[src/rtl/mvm_uart_pkg.sv]
// ---------------------------------------------------------------------------
// mvm_uart_pkg
// Shared definitions for the MVM UART slice (receiver, transmitter, top).
//   DEF_CLOCKS_PER_PULSE : default clock cycles per UART bit period
//   DEF_BITS_PER_WORD    : default data bits per frame (LSB first, 8N1 style)
//   rx_state_e           : receiver FSM states
// ---------------------------------------------------------------------------
package mvm_uart_pkg;

  localparam int DEF_CLOCKS_PER_PULSE = 4;
  localparam int DEF_BITS_PER_WORD    = 8;

  typedef enum logic [2:0] {
    IDLE,
    START,
    DATA,
    STOP,
    BREAK
  } rx_state_e;

endpackage

[src/rtl/sync_2ff.sv]
// ---------------------------------------------------------------------------
// sync_2ff
// Two-flop synchroniser for asynchronous inputs, with a parameterised reset
// value so idle-high lines do not look active while coming out of reset.
//   clk  : destination clock
//   rst  : synchronous, active-high reset (both flops load RESET_VAL)
//   d    : asynchronous input
//   q    : synchronised output, two cycles behind d
// ---------------------------------------------------------------------------
module sync_2ff #(
  parameter int               WIDTH     = 1,
  parameter logic [WIDTH-1:0] RESET_VAL = '0
) (
  input  logic             clk,
  input  logic             rst,
  input  logic [WIDTH-1:0] d,
  output logic [WIDTH-1:0] q
);

  logic [WIDTH-1:0] meta;

  always_ff @(posedge clk) begin
    if (rst) begin
      meta <= RESET_VAL;
      q    <= RESET_VAL;
    end else begin
      meta <= d;
      q    <= meta;
    end
  end

endmodule

[src/rtl/mvm_uart_rx.sv]
// ---------------------------------------------------------------------------
// mvm_uart_rx
// UART receive front end: synchronises rx, validates start bits at half a
// bit period, samples data mid-bit, checks the stop bit and hands each word
// to the packer through a one-entry valid/ready buffer.
//   clk       : system clock
//   rst       : synchronous, active-high reset; abandons any frame in flight
//   rx        : asynchronous serial line, idles high
//   m_data    : received word
//   m_valid   : m_data holds an unconsumed word
//   m_ready   : downstream accepts the word this cycle
//   frame_err : one-cycle pulse, stop bit sampled low (word dropped)
//   overrun   : one-cycle pulse, completed word dropped, buffer was full
// ---------------------------------------------------------------------------
module mvm_uart_rx
  import mvm_uart_pkg::*;
#(
  parameter int CLOCKS_PER_PULSE = DEF_CLOCKS_PER_PULSE,
  parameter int BITS_PER_WORD    = DEF_BITS_PER_WORD
) (
  input  logic                     clk,
  input  logic                     rst,
  input  logic                     rx,
  output logic [BITS_PER_WORD-1:0] m_data,
  output logic                     m_valid,
  input  logic                     m_ready,
  output logic                     frame_err,
  output logic                     overrun
);

  localparam int CNT_W = $clog2(CLOCKS_PER_PULSE);
  localparam int IDX_W = $clog2(BITS_PER_WORD + 1);

  localparam logic [CNT_W-1:0] CNT_HALF = CNT_W'(CLOCKS_PER_PULSE / 2 - 1);
  localparam logic [CNT_W-1:0] CNT_LAST = CNT_W'(CLOCKS_PER_PULSE - 1);
  localparam logic [IDX_W-1:0] IDX_LAST = IDX_W'(BITS_PER_WORD - 1);

  logic                     rxs;
  rx_state_e                state;
  logic [CNT_W-1:0]         cnt;
  logic [IDX_W-1:0]         idx;
  logic [BITS_PER_WORD-1:0] shreg;

  // Line idles high, so the synchroniser resets to 1 to avoid a false start.
  sync_2ff #(
    .WIDTH     (1),
    .RESET_VAL (1'b1)
  ) u_sync (
    .clk (clk),
    .rst (rst),
    .d   (rx),
    .q   (rxs)
  );

  always_ff @(posedge clk) begin
    if (rst) begin
      state     <= BREAK;
      cnt       <= '0;
      idx       <= '0;
      shreg     <= '0;
      m_data    <= '0;
      m_valid   <= 1'b0;
      frame_err <= 1'b0;
      overrun   <= 1'b0;
    end else begin
      // NOTE: these defaults are non-blocking; a later assignment in the same
      // block overrides them, which is how one-cycle pulses and the
      // consume/reload race on m_valid resolve without extra logic.
      frame_err <= 1'b0;
      overrun   <= 1'b0;
      if (m_valid && m_ready) begin
        m_valid <= 1'b0;
      end

      case (state)
        IDLE: begin
          cnt <= '0;
          if (!rxs) begin
            state <= START;
          end
        end

        // Re-check the line half a bit in; a high here means a glitch.
        START: begin
          if (cnt == CNT_HALF) begin
            cnt <= '0;
            idx <= '0;
            state <= rxs ? IDLE : DATA;
          end else begin
            cnt <= cnt + CNT_W'(1);
          end
        end

        // Sampling point is now mid-bit; shift in at the MSB so the first
        // (LSB) bit ends up at bit 0 after BITS_PER_WORD samples.
        DATA: begin
          if (cnt == CNT_LAST) begin
            cnt   <= '0;
            shreg <= {rxs, shreg[BITS_PER_WORD-1:1]};
            idx   <= idx + IDX_W'(1);
            if (idx == IDX_LAST) begin
              state <= STOP;
            end
          end else begin
            cnt <= cnt + CNT_W'(1);
          end
        end

        STOP: begin
          if (cnt == CNT_LAST) begin
            cnt <= '0;
            if (rxs) begin
              state <= IDLE;
              // A word being consumed this cycle frees the slot for the new one.
              if (!m_valid || m_ready) begin
                m_data  <= shreg;
                m_valid <= 1'b1;
              end else begin
                overrun <= 1'b1;
              end
            end else begin
              frame_err <= 1'b1;
              state     <= BREAK;
            end
          end else begin
            cnt <= cnt + CNT_W'(1);
          end
        end

        // Wait for the line to return high so a held-low line (break
        // condition) cannot masquerade as a stream of start bits.
        BREAK: begin
          cnt <= '0;
          if (rxs) begin
            state <= IDLE;
          end
        end

        default: begin
          cnt   <= '0;
          state <= BREAK;
        end
      endcase
    end
  end

endmodule
[config.mk]
export PLATFORM = sky130hd
export DESIGN_NAME = mvm_uart_rx
export DESIGN_NICKNAME = d
export VERILOG_FILES = /design/src/rtl/mvm_uart_pkg.sv /design/src/rtl/sync_2ff.sv /design/src/rtl/mvm_uart_rx.sv
export SDC_FILE = /design/constraint.sdc
export NUM_CORES = 1
export LEC_CHECK = 0
export CAP_MARGIN = 5
export CORE_ASPECT_RATIO = 1.25
export CORE_UTILIZATION = 45
export CTS_BUF_LIST = sky130_fd_sc_hd__clkbuf_8
export DETAILED_ROUTE_END_ITERATION = 8
export GPL_ROUTABILITY_DRIVEN = 0
export PLACE_DENSITY_LB_ADDON = 0.2
export SYNTH_ARGS = -nofsm -noshare
export SYNTH_HDL_FRONTEND = slang
export SYNTH_HIERARCHICAL = 1
export SYNTH_SLANG_ARGS = --single-unit
[constraint.sdc]
create_clock -name clk -period 1.8 [get_ports clk]
set_input_delay 0.36 -clock clk [delete_from_list [all_inputs] [get_ports clk]]
set_output_delay 0.36 -clock clk [all_outputs]
set_load 0.05 [all_outputs]
=== Yosys cells after proc, flatten, opt, wreduce, memory -nomap -nowiden ===
Cells that the tools add are included.
Widths: inputs -> output; s select.

* Flip-flop bits (word level): 30
* Input port bits: 4
* Logic and storage cells: 62

* Add/sub/neg operators: 2
* Equality and inequality tests: 13
* Mux-type cells: 22
* Bitwise operators: 3
* Reduce and logical (&&, ||, !) cells: 12

{| class="wikitable"
|+ Operators by type and width
! kind !! count
|-
| $mux 3 || 7
|-
| $pmux 3 s5 || 1
|-
| $ne 2x2->1 const B || 5
|-
| $mux 4 || 2
|-
| $pmux 4 s2 || 1
|-
| $mux 1 || 7
|-
| $eq 3x2->1 const B || 2
|-
| $mux 2 || 3
|-
| $reduce_and 6->1 || 1
|-
| $add 4x1->4 const B || 1
|-
| $eq 4x3->1 const B || 1
|-
| $pmux 2 s2 || 1
|-
| $reduce_and 4->1 || 1
|-
| $reduce_or 4->1 || 1
|-
| $eq 3x1->1 const B || 1
|-
| $eq 3x3->1 const B || 1
|-
| $logic_not 3->1 || 1
|-
| $not 1->1 || 3
|-
| $reduce_and 3->1 || 1
|-
| $reduce_or 3->1 || 1
|-
| $add 2x1->2 const B || 1
|-
| $eq 2x1->1 const B || 1
|-
| $eq 2x2->1 const B || 1
|-
| $ne 2x1->1 const B || 1
|-
| other kinds (6) || 6
|}

=== Depth between registers and ports, before layout ===
Gate-level depths: netlist (run 1).

* Word-level depth: 6
* Gate-level depth with buffers: 6
* Gate-level depth less buffers: 5

=== Cells and area by module ===
Netlist (run 1), hierarchy kept.

{| class="wikitable"
|+ By module, submodules not included
! module !! instances !! cells an instance !! area each (um^2)
|-
| mvm_uart_rx || 1 || 130 || 1323.8
|-
| sync_2ff || 1 || 4 || 52.6
|}

=== Worst setup path after synthesis (run 1) ===
No wires, ideal clock.

* Path type: register to register
* Start: register cnt[0]
* End: register m_data[0]
* Arrival: 1316 ps
* Data required time: 1728 ps
* Slack: 412 ps
* Cell stages (with the launch flop): 6
* Path buffers: 1
* Clock period less this slack: 1388 ps
* Path through: dfxtp_1 -> ha_1 -> nand2_1 -> nor4b_2 -> buf_4 -> mux2i_1

* Word-level cells in the longest chain between the ends: 2

{| class="wikitable"
|+ Ends and longest elaborated chain
! what !! line !! text
|-
| from (decl) || mvm_uart_rx.sv:40 || <nowiki>logic [CNT_W-1:0] cnt;</nowiki>
|-
| from (signal assigned) || mvm_uart_rx.sv:90 || <nowiki>cnt <= cnt + CNT_W'(1);</nowiki>
|-
| from (signal assigned) || mvm_uart_rx.sv:105 || <nowiki>cnt <= cnt + CNT_W'(1);</nowiki>
|-
| from (signal assigned) || mvm_uart_rx.sv:126 || <nowiki>cnt <= cnt + CNT_W'(1);</nowiki>
|-
| $eq 2x2->1 || mvm_uart_rx.sv:110 || <nowiki>if (cnt == CNT_LAST) begin</nowiki>
|-
| $reduce_and 4->1 (no line) || n/a ||
|-
| to (signal assigned) || mvm_uart_rx.sv:116 || <nowiki>m_data <= shreg;</nowiki>
|-
| to (decl) || mvm_uart_rx.sv:24 || <nowiki>output logic [BITS_PER_WORD-1:0] m_data,</nowiki>
|}

Every way passes these cells.
A chain may end at the register's enable or synchronous reset.

=== Worst setup path after layout (run 1) ===
* Start: register cnt[0]
* End: register m_data[1]

The elaborated chain is that of the path after synthesis.

==> impl_summary.md, run 1 <==
Run status
The run finished with clean final reports.

Setup path
On the critical path, the stage with the largest delay is an instance of sky130_fd_sc_hd__dfxtp_1. STA classifies the critical path endpoint as a flop. The depth of the most critical reg-to-reg path is 5. The longest individual stage delay on the worst path is 0.40 ns. The reg-to-reg critical path endpoint is m_data[1]$_SDFFE_PP0P_.

The critical path endpoint is m_data[1]$_SDFFE_PP0P_. The signal on the critical path passes through ha_1 > nand2_1 > nor4b_2 > buf_4 > mux2i_1. The element type at the critical path start is a flop. In this run the worst setup path begins at cnt[0]$_SDFF_PP0_.

Along the worst path, the maximum fanout reaches 8. STA puts the critical path data arrival time at 1.81 ns. The total stage count of the critical path is 5.

The setup slack of the worst register-to-register path is 0.20 ns. The required time at the worst-slack endpoint is 2.01 ns. Grouping stages by cell kind, the critical path spends the most delay in flip-flops. The startpoint identified for the worst register-to-register timing path is cnt[0]$_SDFF_PP0_.

The setup path with the least slack is of type reg2reg. The count of buffer and inverter cells on the critical path is 1.

CTS
The number of hold buffers added after CTS is 0. The number of buffers inserted by post-CTS setup repair is 0. The number of gates resized after CTS was 0. The CTS tree is done. The cell sitting at the root of the clock tree is a sky130_fd_sc_hd__clkbuf_8.

The number of buffers added by the clock tree synthesis step is 5. In this run the number of H-tree levels came out at 2. The number of buffers between clock root and the deepest sink is 2. The later pin in the worst-skew pair is clocked with a latency of 0.28 ns.

After clock tree synthesis, the clock-pin slew on the worst setup and hold paths is 0.06 ns. The total clock sinks is 30.

Die
The initial utilization of the core area, before any placement, comes to 47.17%. The die height is 63.83 µm. The floorplan step defined a core boundary enclosing 0.002918 mm². Measured along the x axis, the die boundary spans 51.47 µm.

The top-level port count is 15. The floorplan die area is 0.003285 mm². The row count is 22.

Synthesis
The number of library cell types mapped by synthesis is 33. Of all flip-flops after synthesis, the portion carrying an async set or reset was 0%. Synthesis produced a netlist with a net count of 143.

The Yosys warning count is 6. The primary flip-flop cell chosen by synthesis mapping is sky130_fd_sc_hd__dfxtp_1. The per-instance average area after synthesis is 10.27 µm². In this run, synthesis inferred 0 flip-flops with an integrated enable.

The register area share after synthesis is 43.64%. The cell count after synthesis is 134. The flip-flop and latch count after synthesis is 30. The netlist area before placement is 0.001376 mm².

Flow run
The tool flagged a number of max-cap violations equal to 0.

Timing
The count of pins over their slew limit is 0. Clock skew on the completed layout was measured at 0.001815 ns. Based on the critical path, the design can be clocked at up to 624.0 MHz. The number of failing hold endpoints at the final stage is 0. The share of the clock period used by the worst path after layout is 89.03%. The post-layout worst setup margin is 0.1975 ns. Setup repair after global routing left no endpoint under its margin.

Subtracting the final worst setup slack from the clock period gives 1.602 ns. The measured slew at the worst slew-check pin is 0.4686 ns. Setup total negative slack on the finished layout was measured at 0 ns. The final setup violation count is 0.

The remaining max-slew budget at the tightest pin is 68.76%.

Global route
The total overflow left after global routing is 0. The first global-routing pass estimated 4036 µm of wire. The pin count of the biggest net entering global routing is 35.

The all-layer global routing usage is 16.74%. The number of antenna violations at the first check in global routing is 0. The number of global-route vias before repair is 896.

Place
The HPWL reported at the end of detailed placement is 1558 µm. Input and output buffers added on the ports amount to 14. The number of placed cells counting well taps is 176. The worst slack at placement is 0.1490 ns.

Layout
The filler cell count is 266. The multi-input combinational cells in the finished layout cover a total of 698.2 µm². The area of all sequential standard cells is 600.6 µm². In the final design database the tool counted 156 nets. Leaving out filler cells and counting taps, the final layout contains 184.

Compared with the post-synthesis result, the final layout area differs by 15.82%. The number of inserted diodes is 0. The fraction of layout cells with a size suffix above 1 is 16.22%. For this run, the share of the core covered by cells in the final layout is 54.63%.

Routing
The via count normalized by instance count is 5.092. Dividing the detail-routed wire length by the instance count gives 12.28 µm. The total DRC errors in the routed layout is 0. The number of antenna-violating nets in the routed design is 0. Summed over all layers, the routed wires come to 2259 µm. The first-pass iteration count of the detailed router is 4. After the first detailed-routing iteration, the DRC count stood at 10. The count of vias placed by the detailed router is 937.

Power
The maximum ir drop on the vdd rail is 0.0004071 V. The power per cell area is 790.8 mW/mm². Summed over all cells, the static leakage comes to 0.5624 nW.

Hold path
The path type of the worst min-delay path is reg2reg.
[report_power, final]
group	switching [mW]	total, mW	internal, mW
logic	0.0158	0.0419	0.0261
registers	0.00739	0.676	0.668
clock network	0.241	0.543	0.302
[how the worst min path moves through the flow]
stage	end	from	cells after the start	slack (ns)
2_1_floorplan	u_sync/q$_SDFF_PP1_	u_sync/meta$_SDFF_PP1_	1	0.39
3_3_place_gp	u_sync/q$_SDFF_PP1_	u_sync/meta$_SDFF_PP1_	1	0.39
3_5_place_dp	u_sync/q$_SDFF_PP1_	u_sync/meta$_SDFF_PP1_	1	0.40
4_1_cts	u_sync/q$_SDFF_PP1_	u_sync/meta$_SDFF_PP1_	1	0.41
5_1_grt	u_sync/q$_SDFF_PP1_	u_sync/meta$_SDFF_PP1_	1	0.44
6_report	u_sync/q$_SDFF_PP1_	u_sync/meta$_SDFF_PP1_	1	0.41
[metal layers]
layer	wire [µm]	track usage [%]
met4	59	10.14
met2	1067	26.62
met3	78	6.429
met1	1054	18.37
met5	0	0
[registers in the layout, indices dropped and copies added (netlist names)]
| name | count |
|---|---|
| u_sync/q | 1 |
| frame_err | 1 |
| idx | 4 |
| u_sync/meta | 1 |
| overrun | 1 |
| cnt | 2 |
| m_data | 8 |
| shreg | 8 |
| m_valid | 1 |
| state | 3 |
[layout make-up]
type | instances | area share (%)
Clock inverter | 2 | 0.5495
Tap cell | 36 | 2.826
Timing Repair Buffer | 16 | 8.791
Clock buffer | 6 | 5.181
Multi-Input combinational cell | 89 | 43.80
Sequential cell | 30 | 37.68
Inverter | 5 | 1.177
[layout by cell type, fill, tap and decap left out, types with 2 or more instances in the layout]
master | synthesis | routed
sky130_fd_sc_hd__nor3_1 | 4 | 4
sky130_fd_sc_hd__nand2b_1 | 19 | 19
sky130_fd_sc_hd__dfxtp_1 | 30 | 30
sky130_fd_sc_hd__nor4_1 | 2 | 2
sky130_fd_sc_hd__a21oi_1 | 6 | 6
sky130_fd_sc_hd__nand2_1 | 3 | 3
sky130_fd_sc_hd__or3b_1 | 2 | 2
sky130_fd_sc_hd__ha_1 | 5 | 5
sky130_fd_sc_hd__nor2_1 | 8 | 8
sky130_fd_sc_hd__clkbuf_8 | 0 | 6
sky130_fd_sc_hd__nand3_1 | 3 | 3
sky130_fd_sc_hd__or2_1 | 2 | 2
sky130_fd_sc_hd__clkdlybuf4s50_1 | 0 | 3
sky130_fd_sc_hd__buf_4 | 3 | 12
sky130_fd_sc_hd__mux2i_1 | 18 | 18
sky130_fd_sc_hd__inv_1 | 5 | 6
sky130_fd_sc_hd__nand3b_1 | 2 | 2
[Yosys cell counts (2+ instances only)]
library cell	count	area [µm²]
sky130_fd_sc_hd__nand2_1	3	11.26
sky130_fd_sc_hd__nor4_1	2	12.51
sky130_fd_sc_hd__nand3b_1	2	15.01
sky130_fd_sc_hd__or2_1	2	12.51
sky130_fd_sc_hd__mux2i_1	18	180.2
sky130_fd_sc_hd__buf_2	2	10.01
sky130_fd_sc_hd__a21oi_1	6	30.03
sky130_fd_sc_hd__buf_4	3	22.52
sky130_fd_sc_hd__clkbuf_1	4	15.01
sky130_fd_sc_hd__ha_1	5	62.56
sky130_fd_sc_hd__nor2_1	8	30.03
sky130_fd_sc_hd__nor3_1	4	20.02
sky130_fd_sc_hd__nand2b_1	19	118.9
sky130_fd_sc_hd__nand3_1	3	15.01
sky130_fd_sc_hd__dfxtp_1	30	600.6
sky130_fd_sc_hd__inv_1	5	18.77
sky130_fd_sc_hd__or3b_1	2	17.52
[cell families (layout without fill, tap and decap cells)]
group	Yosys count	count (layout)	share of synthesized area [%]
compound gates	9	9	4.091
fa+ha+maj	5	5	4.545
buf+inv	15	29	5.636
flops	30	30	43.64
mux	20	20	15.55
simple gates	55	55	26.55
[metrics by stage]
step	hold slack, ns	power, mW	instance area [µm²]
3_3_place_gp	0.3914	0.7313	1503
3_5_place_dp	0.3971	0.7329	1503
4_1_cts	0.4121	1.285	1594
5_1_grt	0.4427	1.320	1594
2_1_floorplan	0.3854	0.7197	1376
6_report	0.4071	1.261	1594
Power figures use the tool's default switching activity.
==> inputs of run 2 (changes only) <==
--- a/config.mk
+++ b/config.mk
@@ -7,10 +7,12 @@
 export LEC_CHECK = 0
 export CAP_MARGIN = 5
 export CORE_ASPECT_RATIO = 1.25
+export CORE_MARGIN = 3
 export CORE_UTILIZATION = 45
 export CTS_BUF_LIST = sky130_fd_sc_hd__clkbuf_8
 export DETAILED_ROUTE_END_ITERATION = 8
 export GPL_ROUTABILITY_DRIVEN = 0
+export MAX_ROUTING_LAYER = met4
 export PLACE_DENSITY_LB_ADDON = 0.2
 export SYNTH_ARGS = -nofsm -noshare
 export SYNTH_HDL_FRONTEND = slang
==> run 2 against run 1 <==
Net effect:
- final area grew 1.3%
- largest cell class unchanged
- critical endpoint is now m_data[7]$_SDFFE_PP0P_
- largest power group unchanged
- setup slack improved by 0.023 ns
- combinational power down 2%
- critical path depth shrank 1
- flip-flop and latch count did not move
- clock power increased by 18%
- highest routed layer unchanged
==> impl_summary.md, run 2 (synthesized netlist as in run 1, its figures left out) <==
Power
The switching power is 0.2604 mW (was 0.2643 mW). The sequential share of power came to 49.8% (was 53.6%). The maximum ir drop on the vdd rail is 0.0004762 V (was 0.0004071 V). The total power after layout is 1.357 mW (was 1.261 mW). The power per cell area is 840.5 mW/mm² (was 790.8 mW/mm²).

The fraction of power spent switching nets is 19.19% (was 20.97%). The internal portion of total power is 1.096 mW (was 0.9963 mW). The static leakage came to 0.5762 nW (was 0.5624 nW). The combinational power share came to 3.0% (was 3.3%). The clock power share is 47.2% (was 43.1%).

Layout
The area overhead of the layout relative to synthesis is 17.27% (was 15.82%). Most frequent cells in the layout: sky130_fd_sc_hd__dfxtp_1, sky130_fd_sc_hd__nand2b_1, sky130_fd_sc_hd__mux2i_1 (unchanged). Biggest registers after layout: m_data (8), shreg (8), idx (4) (unchanged). The multi-input logic area is 698.2 µm² (unchanged). The area of all sequential standard cells was 600.6 µm² (unchanged).

The most frequent standard cell in the layout excluding fill and tap cells is sky130_fd_sc_hd__dfxtp_1 (unchanged). The filler cell count is 248 (was 266). The number of inserted diodes was 0 (unchanged).

The fraction of layout cells with a size suffix above 1 is 16.11% (was 16.22%). The count of nets after finishing is 157 (was 156).

Routing
The via count normalized by instance count came to 5.038 (was 5.092). The routed length per placed instance came to 11.85 µm (was 12.28 µm). The count of vias placed by the detailed router was 922 (was 937). The first-pass iteration count of the detailed router came to 4 (unchanged). The total DRC errors in the routed layout was 0 (unchanged). The detailed router's first-iteration violation count is 15 (was 10).

The final wirelength is 2169 µm (was 2259 µm). The number of antenna-violating nets in the routed design was 0 (unchanged).

CTS
The number of buffers inserted by post-CTS setup repair is 0 (unchanged). The clock root buffer is sky130_fd_sc_hd__clkbuf_8 (unchanged). The total clock sinks is 30 (unchanged). The number of buffers between clock root and the deepest sink is 2 (unchanged).

The CTS tree was done (unchanged). The clock insertion delay at the later pin of the skew report is 0.28 ns (about the same). The clock-pin transition on the worst setup and hold timing paths came to 0.06 ns (about the same).

The number of levels the H-tree was split into was 2 (unchanged). The number of hold buffers added after CTS is 0 (unchanged). The number of gates given a new drive strength after cts was 0 (unchanged).

The number of buffers added by the clock tree synthesis step is 5 (unchanged).

Die
The top-level port count is 15 (unchanged). The floorplan die area was 0.003762 mm² (was 0.003285 mm²). The starting density of the core was 48.95% (was 47.17%). The die height came to 67.83 µm (was 63.83 µm). The area of the core was 0.002811 mm² (was 0.002918 mm²).

The row count is 21 (was 22). The width of the die is 55.47 µm (was 51.47 µm).

Timing
The final-layout setup total negative slack is 0 ns (unchanged). The number of failing hold endpoints at the final stage is 0 (unchanged). The remaining max-slew budget at the tightest pin is 69.26% (was 68.76%).

The share of the clock period used by the worst path after layout is 87.76% (was 89.03%). The setup clock skew after layout is 0.008194 ns (was 0.001815 ns). The post-route worst hold slack is 0.4086 ns (was 0.4071 ns). The highest achievable clock rate is 633.0 MHz (was 624.0 MHz). The shortest period the worst path allows was 1.580 ns (was 1.602 ns). The measured slew at the worst slew-check pin came to 0.4605 ns (was 0.4686 ns).

The final setup violation count came to 0 (unchanged). RSZ-0062 raised after global routing: no (unchanged). The count of pins over their slew limit is 0 (unchanged).

Setup path
The type of the worst setup path is reg2reg (unchanged). The longest individual stage delay on the worst path came to 0.60 ns (was 0.40 ns). The worst-path cell with the longest stage delay is sky130_fd_sc_hd__dfxtp_1 (unchanged). The largest fanout on the critical path is 13 (was 8). The data arrival time at the worst-slack endpoint is 1.79 ns (was 1.81 ns).

The depth of the most critical reg-to-reg path is 4 (was 5). The required time at the worst-slack endpoint is 2.01 ns (about the same). The element type at the critical path end is a flop (unchanged). Critical path cell sequence: nand2b_1 > nor4b_2 > buf_4 > mux2i_1 (was ha_1 > nand2_1 > nor4b_2 > buf_4 > mux2i_1). The element type at the critical path start is a flop (unchanged).

Hold path
The instance count along the most critical hold path is 1 (unchanged). The path type of the worst min-delay path is reg2reg (unchanged).

Global route
The leftover overflow at the end of global routing is 0 (unchanged). The pin count of the biggest net entering global routing came to 33 (was 35). The first-pass GRT wire length is 3905 µm (was 4036 µm).

The number of antenna violations at the first check in global routing is 0 (unchanged). The all-layer global routing usage came to 14.29% (was 16.74%). The number of global-route vias before repair was 915 (was 896).

Flow run
The reported max-cap violation count is 0 (unchanged).

Place
The HPWL reported at the end of detailed placement is 1532 µm (was 1558 µm). The number of port buffers came to 14 (unchanged).

Run status
Status: complete, no violations (unchanged).
[run 2: cell count changes in the layout (fill, tap and decap cells not counted), sizes merged]
cell	delta
clkbuf	-1
inv	+1
clkinv	-1
bufinv	+1
buf	+1
[run 2: metal layers]
| layer | wire length (µm) | up-vias | global-route usage, % | part of all wire (%) |
|---|---|---|---|---|
| li1 | - | 488 | - | - |
| met1 | 979 | 414 | 14.67 | 45 |
| met2 | 1034 | 14 | 22.49 | 48 |
| met3 | 87 | 6 | 5.283 | 4.0 |
| met4 | 68 | 0 | 10.94 | 3.1 |
| met5 | 0 | - | - | 0 |
[run 2: critical path: cells and delay by family (launching register included)]
kind	cells	cell delay, ns
buffers and inverters	1	0.23
flip-flops	1	0.60
multiplexers	1	0.21
AND/OR/NAND/NOR	2	0.46
[run 2: metrics by stage]
| stage | instance area, µm² | std cells | util [%] | worst slack, ns |
|---|---|---|---|---|
| floorplan | 1376 | 134 | - | 0.4124 |
| global placement | 1508 | 175 | 53.63 | 0.1981 |
| detailed placement | 1508 | 175 | 53.63 | 0.1704 |
| CTS | 1614 | 183 | 57.41 | 0.1985 |
| global route | 1614 | 183 | 57.41 | 0.04397 |
| finish | 1614 | 183 | 57.41 | 0.2203 |
[run 2: area by class of cell]
class | instances | area share (%)
clock inverter | 3 | 2.326
clock buffer | 5 | 4.264
inverter | 5 | 1.163
sequential | 30 | 37.21
multi-input combinational | 89 | 43.26
timing repair buffer | 17 | 9.147
tap | 34 | 2.636
[run 2: final timing paths]
kind	startpoint	end	slack [ns]
worst max register to register	state[1]$_SDFFE_PP0P_	m_data[7]$_SDFFE_PP0P_	0.22
worst max-delay path	state[1]$_SDFFE_PP0P_	m_data[7]$_SDFFE_PP0P_	0.22
worst min register to register	u_sync/meta$_SDFF_PP1_	u_sync/q$_SDFF_PP1_	0.41
worst min-delay path	u_sync/meta$_SDFF_PP1_	u_sync/q$_SDFF_PP1_	0.41
[run 2: power by group through the flow]
stage / clock network [mW] / logic, mW / registers, mW
6_report: 0.640 / 0.0412 / 0.676
3_5_place_dp: 0 / 0.0418 / 0.690
5_1_grt: 0.696 / 0.0450 / 0.676
2_1_floorplan: 0 / 0.0347 / 0.685
4_1_cts: 0.668 / 0.0417 / 0.676
3_3_place_gp: 0 / 0.0409 / 0.690
==> inputs of run 3 (changes only) <==
--- a/config.mk
+++ b/config.mk
@@ -7,10 +7,11 @@
 export LEC_CHECK = 0
 export CAP_MARGIN = 5
 export CORE_ASPECT_RATIO = 1.25
-export CORE_MARGIN = 3
+export CORE_MARGIN = 5
 export CORE_UTILIZATION = 45
 export CTS_BUF_LIST = sky130_fd_sc_hd__clkbuf_8
 export DETAILED_ROUTE_END_ITERATION = 8
+export DONT_BUFFER_PORTS = 1
 export GPL_ROUTABILITY_DRIVEN = 0
 export MAX_ROUTING_LAYER = met4
 export PLACE_DENSITY_LB_ADDON = 0.2
==> run 3 against run 2 <==
Net effect:
- flip-flop and latch count unchanged
- global-route usage down 2.5 points
- combinational power down 51%
- worst hold slack worse by 0.26 ns
- utilization down 6.7 points
- non-clock buffer count down 14
- first-iteration DRC count up 130%
- total power down 0.22%
==> impl_summary.md, run 3 (synthesized netlist as in run 1, its figures left out) <==
CTS
The total clock sinks is 30 (unchanged). The clock-pin transition on the worst setup and hold timing paths came to 0.07 ns (was 0.06 ns). The clock root buffer is sky130_fd_sc_hd__clkbuf_8 (unchanged). The number of levels the H-tree was split into was 2 (unchanged). The number of buffers inserted by post-CTS setup repair is 0 (unchanged). The number of hold buffers added after CTS came to 0 (unchanged).

The CTS tree is done (unchanged). The number of buffers between clock root and the deepest sink was 2 (unchanged). The number of gates given a new drive strength after cts came to 0 (unchanged).

The clock insertion delay at the later pin of the skew report is 0.28 ns (about the same). The number of buffers added by the clock tree synthesis step is 5 (unchanged).

Hold path
The path type of the worst min-delay path was in2reg (was reg2reg). The instance count along the most critical hold path was 1 (unchanged). The origin of the worst min-delay path is rst (was u_sync/meta$_SDFF_PP1_).

Die
The width of the die came to 59.47 µm (was 55.47 µm). The starting density of the core was 46.73% (was 48.95%). The floorplan die area is 0.004271 mm² (was 0.003762 mm²).

The row count is 22 (was 21). The top-level port count came to 15 (unchanged). The area of the core is 0.002945 mm² (was 0.002811 mm²). The die height came to 71.83 µm (was 67.83 µm).

Timing
RSZ-0062 raised after global routing: no (unchanged). The highest achievable clock rate is 632.7 MHz (was 633.0 MHz). The measured slew at the worst slew-check pin is 0.5214 ns (was 0.4605 ns). The number of failing hold endpoints at the final stage is 0 (unchanged).

The share of the clock period used by the worst path after layout came to 87.81% (was 87.76%). The setup clock skew after layout is 0.006498 ns (was 0.008194 ns). The remaining max-slew budget at the tightest pin is 65.20% (was 69.26%).

The shortest period the worst path allows came to 1.581 ns (was 1.580 ns). The final setup violation count came to 0 (unchanged). The final-layout setup total negative slack is 0 ns (unchanged).

The count of pins over their slew limit is 0 (unchanged).

Power
The static leakage is 0.4976 nW (was 0.5762 nW). The total power after layout was 1.354 mW (was 1.357 mW). The power per cell area was 906.1 mW/mm² (was 840.5 mW/mm²). The internal portion of total power came to 1.091 mW (was 1.096 mW). The combinational power share was 1.5% (was 3.0%). The fraction of power spent switching nets is 19.38% (was 19.19%).

The clock power share is 48.6% (was 47.2%). The maximum ir drop on the vdd rail is 0.0006622 V (was 0.0004762 V). The switching power came to 0.2623 mW (was 0.2604 mW). The sequential share of power is 49.9% (was 49.8%).

Layout
The filler cell count is 280 (was 248). Most frequent cells in the layout: sky130_fd_sc_hd__dfxtp_1, sky130_fd_sc_hd__nand2b_1, sky130_fd_sc_hd__mux2i_1 (unchanged). The fraction of layout cells with a size suffix above 1 came to 11.11% (was 16.11%). The final design instance area without fill is 0.001494 mm² (was 0.001614 mm²). The multi-input logic area was 698.2 µm² (unchanged). The most frequent standard cell in the layout excluding fill and tap cells is sky130_fd_sc_hd__dfxtp_1 (unchanged). The area overhead of the layout relative to synthesis is 8.545% (was 17.27%). The non-filler instance count after layout came to 171 (was 183). Biggest registers after layout: m_data (8), shreg (8), idx (4) (unchanged). The area of all sequential standard cells came to 600.6 µm² (unchanged).

The fraction of the core area covered by cells at the end of the flow is 50.72% (was 57.41%). The count of nets after finishing is 143 (was 157). The number of inserted diodes is 0 (unchanged).

Routing
The final wirelength is 2188 µm (was 2169 µm). The detailed router's first-iteration violation count is 35 (was 15). The via count normalized by instance count is 5.117 (was 5.038).

The first-pass iteration count of the detailed router was 2 (was 4). The number of antenna-violating nets in the routed design is 0 (unchanged). The routed length per placed instance was 12.80 µm (was 11.85 µm). The count of vias placed by the detailed router is 875 (was 922). The total DRC errors in the routed layout is 0 (unchanged).

Setup path
The source of the critical timing path is cnt[0]$_SDFF_PP0_ (was state[1]$_SDFFE_PP0P_). Critical path cell sequence: ha_1 > nand2_1 > nor4b_2 > buf_4 > mux2i_1 (was nand2b_1 > nor4b_2 > buf_4 > mux2i_1). The top cell family by delay on the critical path is flip-flops (unchanged).

The largest fanout on the critical path came to 8 (was 13). The total stage count of the critical path is 5 (was 4). The element type at the critical path start is a flop (unchanged). The type of the worst setup path is reg2reg (unchanged).

The required time at the worst-slack endpoint is 2.00 ns (was 2.01 ns). The setup slack of the worst register-to-register path was 0.22 ns (about the same). The worst-path cell with the longest stage delay is sky130_fd_sc_hd__dfxtp_1 (unchanged). The longest individual stage delay on the worst path is 0.41 ns (was 0.60 ns).

The element type at the critical path end is a flop (unchanged). The depth of the most critical reg-to-reg path is 5 (was 4). The launch point of the worst reg-to-reg path is cnt[0]$_SDFF_PP0_ (was state[1]$_SDFFE_PP0P_). The data arrival time at the worst-slack endpoint came to 1.78 ns (was 1.79 ns). The count of buffer and inverter cells on the critical path is 1 (unchanged).

Place
The cell area after placement was 0.001385 mm² (was 0.001508 mm²). The HPWL reported at the end of detailed placement was 1483 µm (was 1532 µm). The number of port buffers came to 0 (was 14).

The number of placed cells counting well taps came to 163 (was 175).

Global route
The number of global-route vias before repair came to 829 (was 915). The first-pass GRT wire length is 3705 µm (was 3905 µm). The leftover overflow at the end of global routing is 0 (unchanged).

The number of antenna violations at the first check in global routing was 0 (unchanged). The all-layer global routing usage is 11.83% (was 14.29%). The pin count of the biggest net entering global routing is 41 (was 33).

Run status
Status: complete, no violations (unchanged).

Flow run
The reported max-cap violation count is 0 (unchanged).
## run 3: cell types whose count changed in the layout (fill, tap and decap cells not counted)
cell / change
sky130_fd_sc_hd__buf_4: -10
sky130_fd_sc_hd__clkdlybuf4s50_1: -3
sky130_fd_sc_hd__clkinv_2: +2
sky130_fd_sc_hd__inv_1: -2
sky130_fd_sc_hd__buf_12: -1
## run 3: power by group through the flow
| stage | Clock (mW) | Combinational (mW) | Sequential, mW |
|---|---|---|---|
| after floorplan | 0 | 0.0347 | 0.685 |
| after global placement | 0 | 0.0200 | 0.690 |
| after detailed placement | 0 | 0.0203 | 0.691 |
| after CTS | 0.678 | 0.0204 | 0.676 |
| after global routing | 0.706 | 0.0214 | 0.676 |
| final | 0.658 | 0.0203 | 0.675 |
## run 3: final timing paths
path	to
hold reg to reg	u_sync/q$_SDFF_PP1_
setup reg to reg	m_data[1]$_SDFFE_PP0P_
setup / recovery	m_data[1]$_SDFFE_PP0P_
hold / removal	shreg[6]$_SDFFE_PP0P_
## run 3: metrics by stage
stage	worst slack, ns	hold WS (ns)
2_1_floorplan	0.4124	0.3854
3_3_place_gp	0.2735	0.3893
3_5_place_dp	0.2175	0.3907
4_1_cts	0.2081	0.1353
5_1_grt	0.06452	0.1374
6_report	0.2195	0.1517
## run 3: worst register-to-register path, stage by stage (launching register included)
cell and delay, ns:
sky130_fd_sc_hd__dfxtp_1 0.41, sky130_fd_sc_hd__ha_1 0.30, sky130_fd_sc_hd__nand2_1 0.15, sky130_fd_sc_hd__nor4b_2 0.23, sky130_fd_sc_hd__buf_4 0.23, sky130_fd_sc_hd__mux2i_1 0.19
## run 3: final cells by class
cell class                      count  share of cell area [%]
Multi-Input combinational cell     89                   46.73
Clock buffer                        5                   4.606
Inverter                            5                   1.256
Clock inverter                      3                   2.680
Tap cell                           36                   3.015
Timing Repair Buffer                3                   1.508
Sequential cell                    30                   40.20
## run 3: per-layer routing
metal  wire length [µm]  global-route usage (%)  vias to the layer above
met2               1037                   17.98                       12
met5                  0                       -                        -
met3                 89                   4.505                        4
li1                   -                       -                      461
met4                 51                   6.801                        0
met1               1009                   12.94                      398
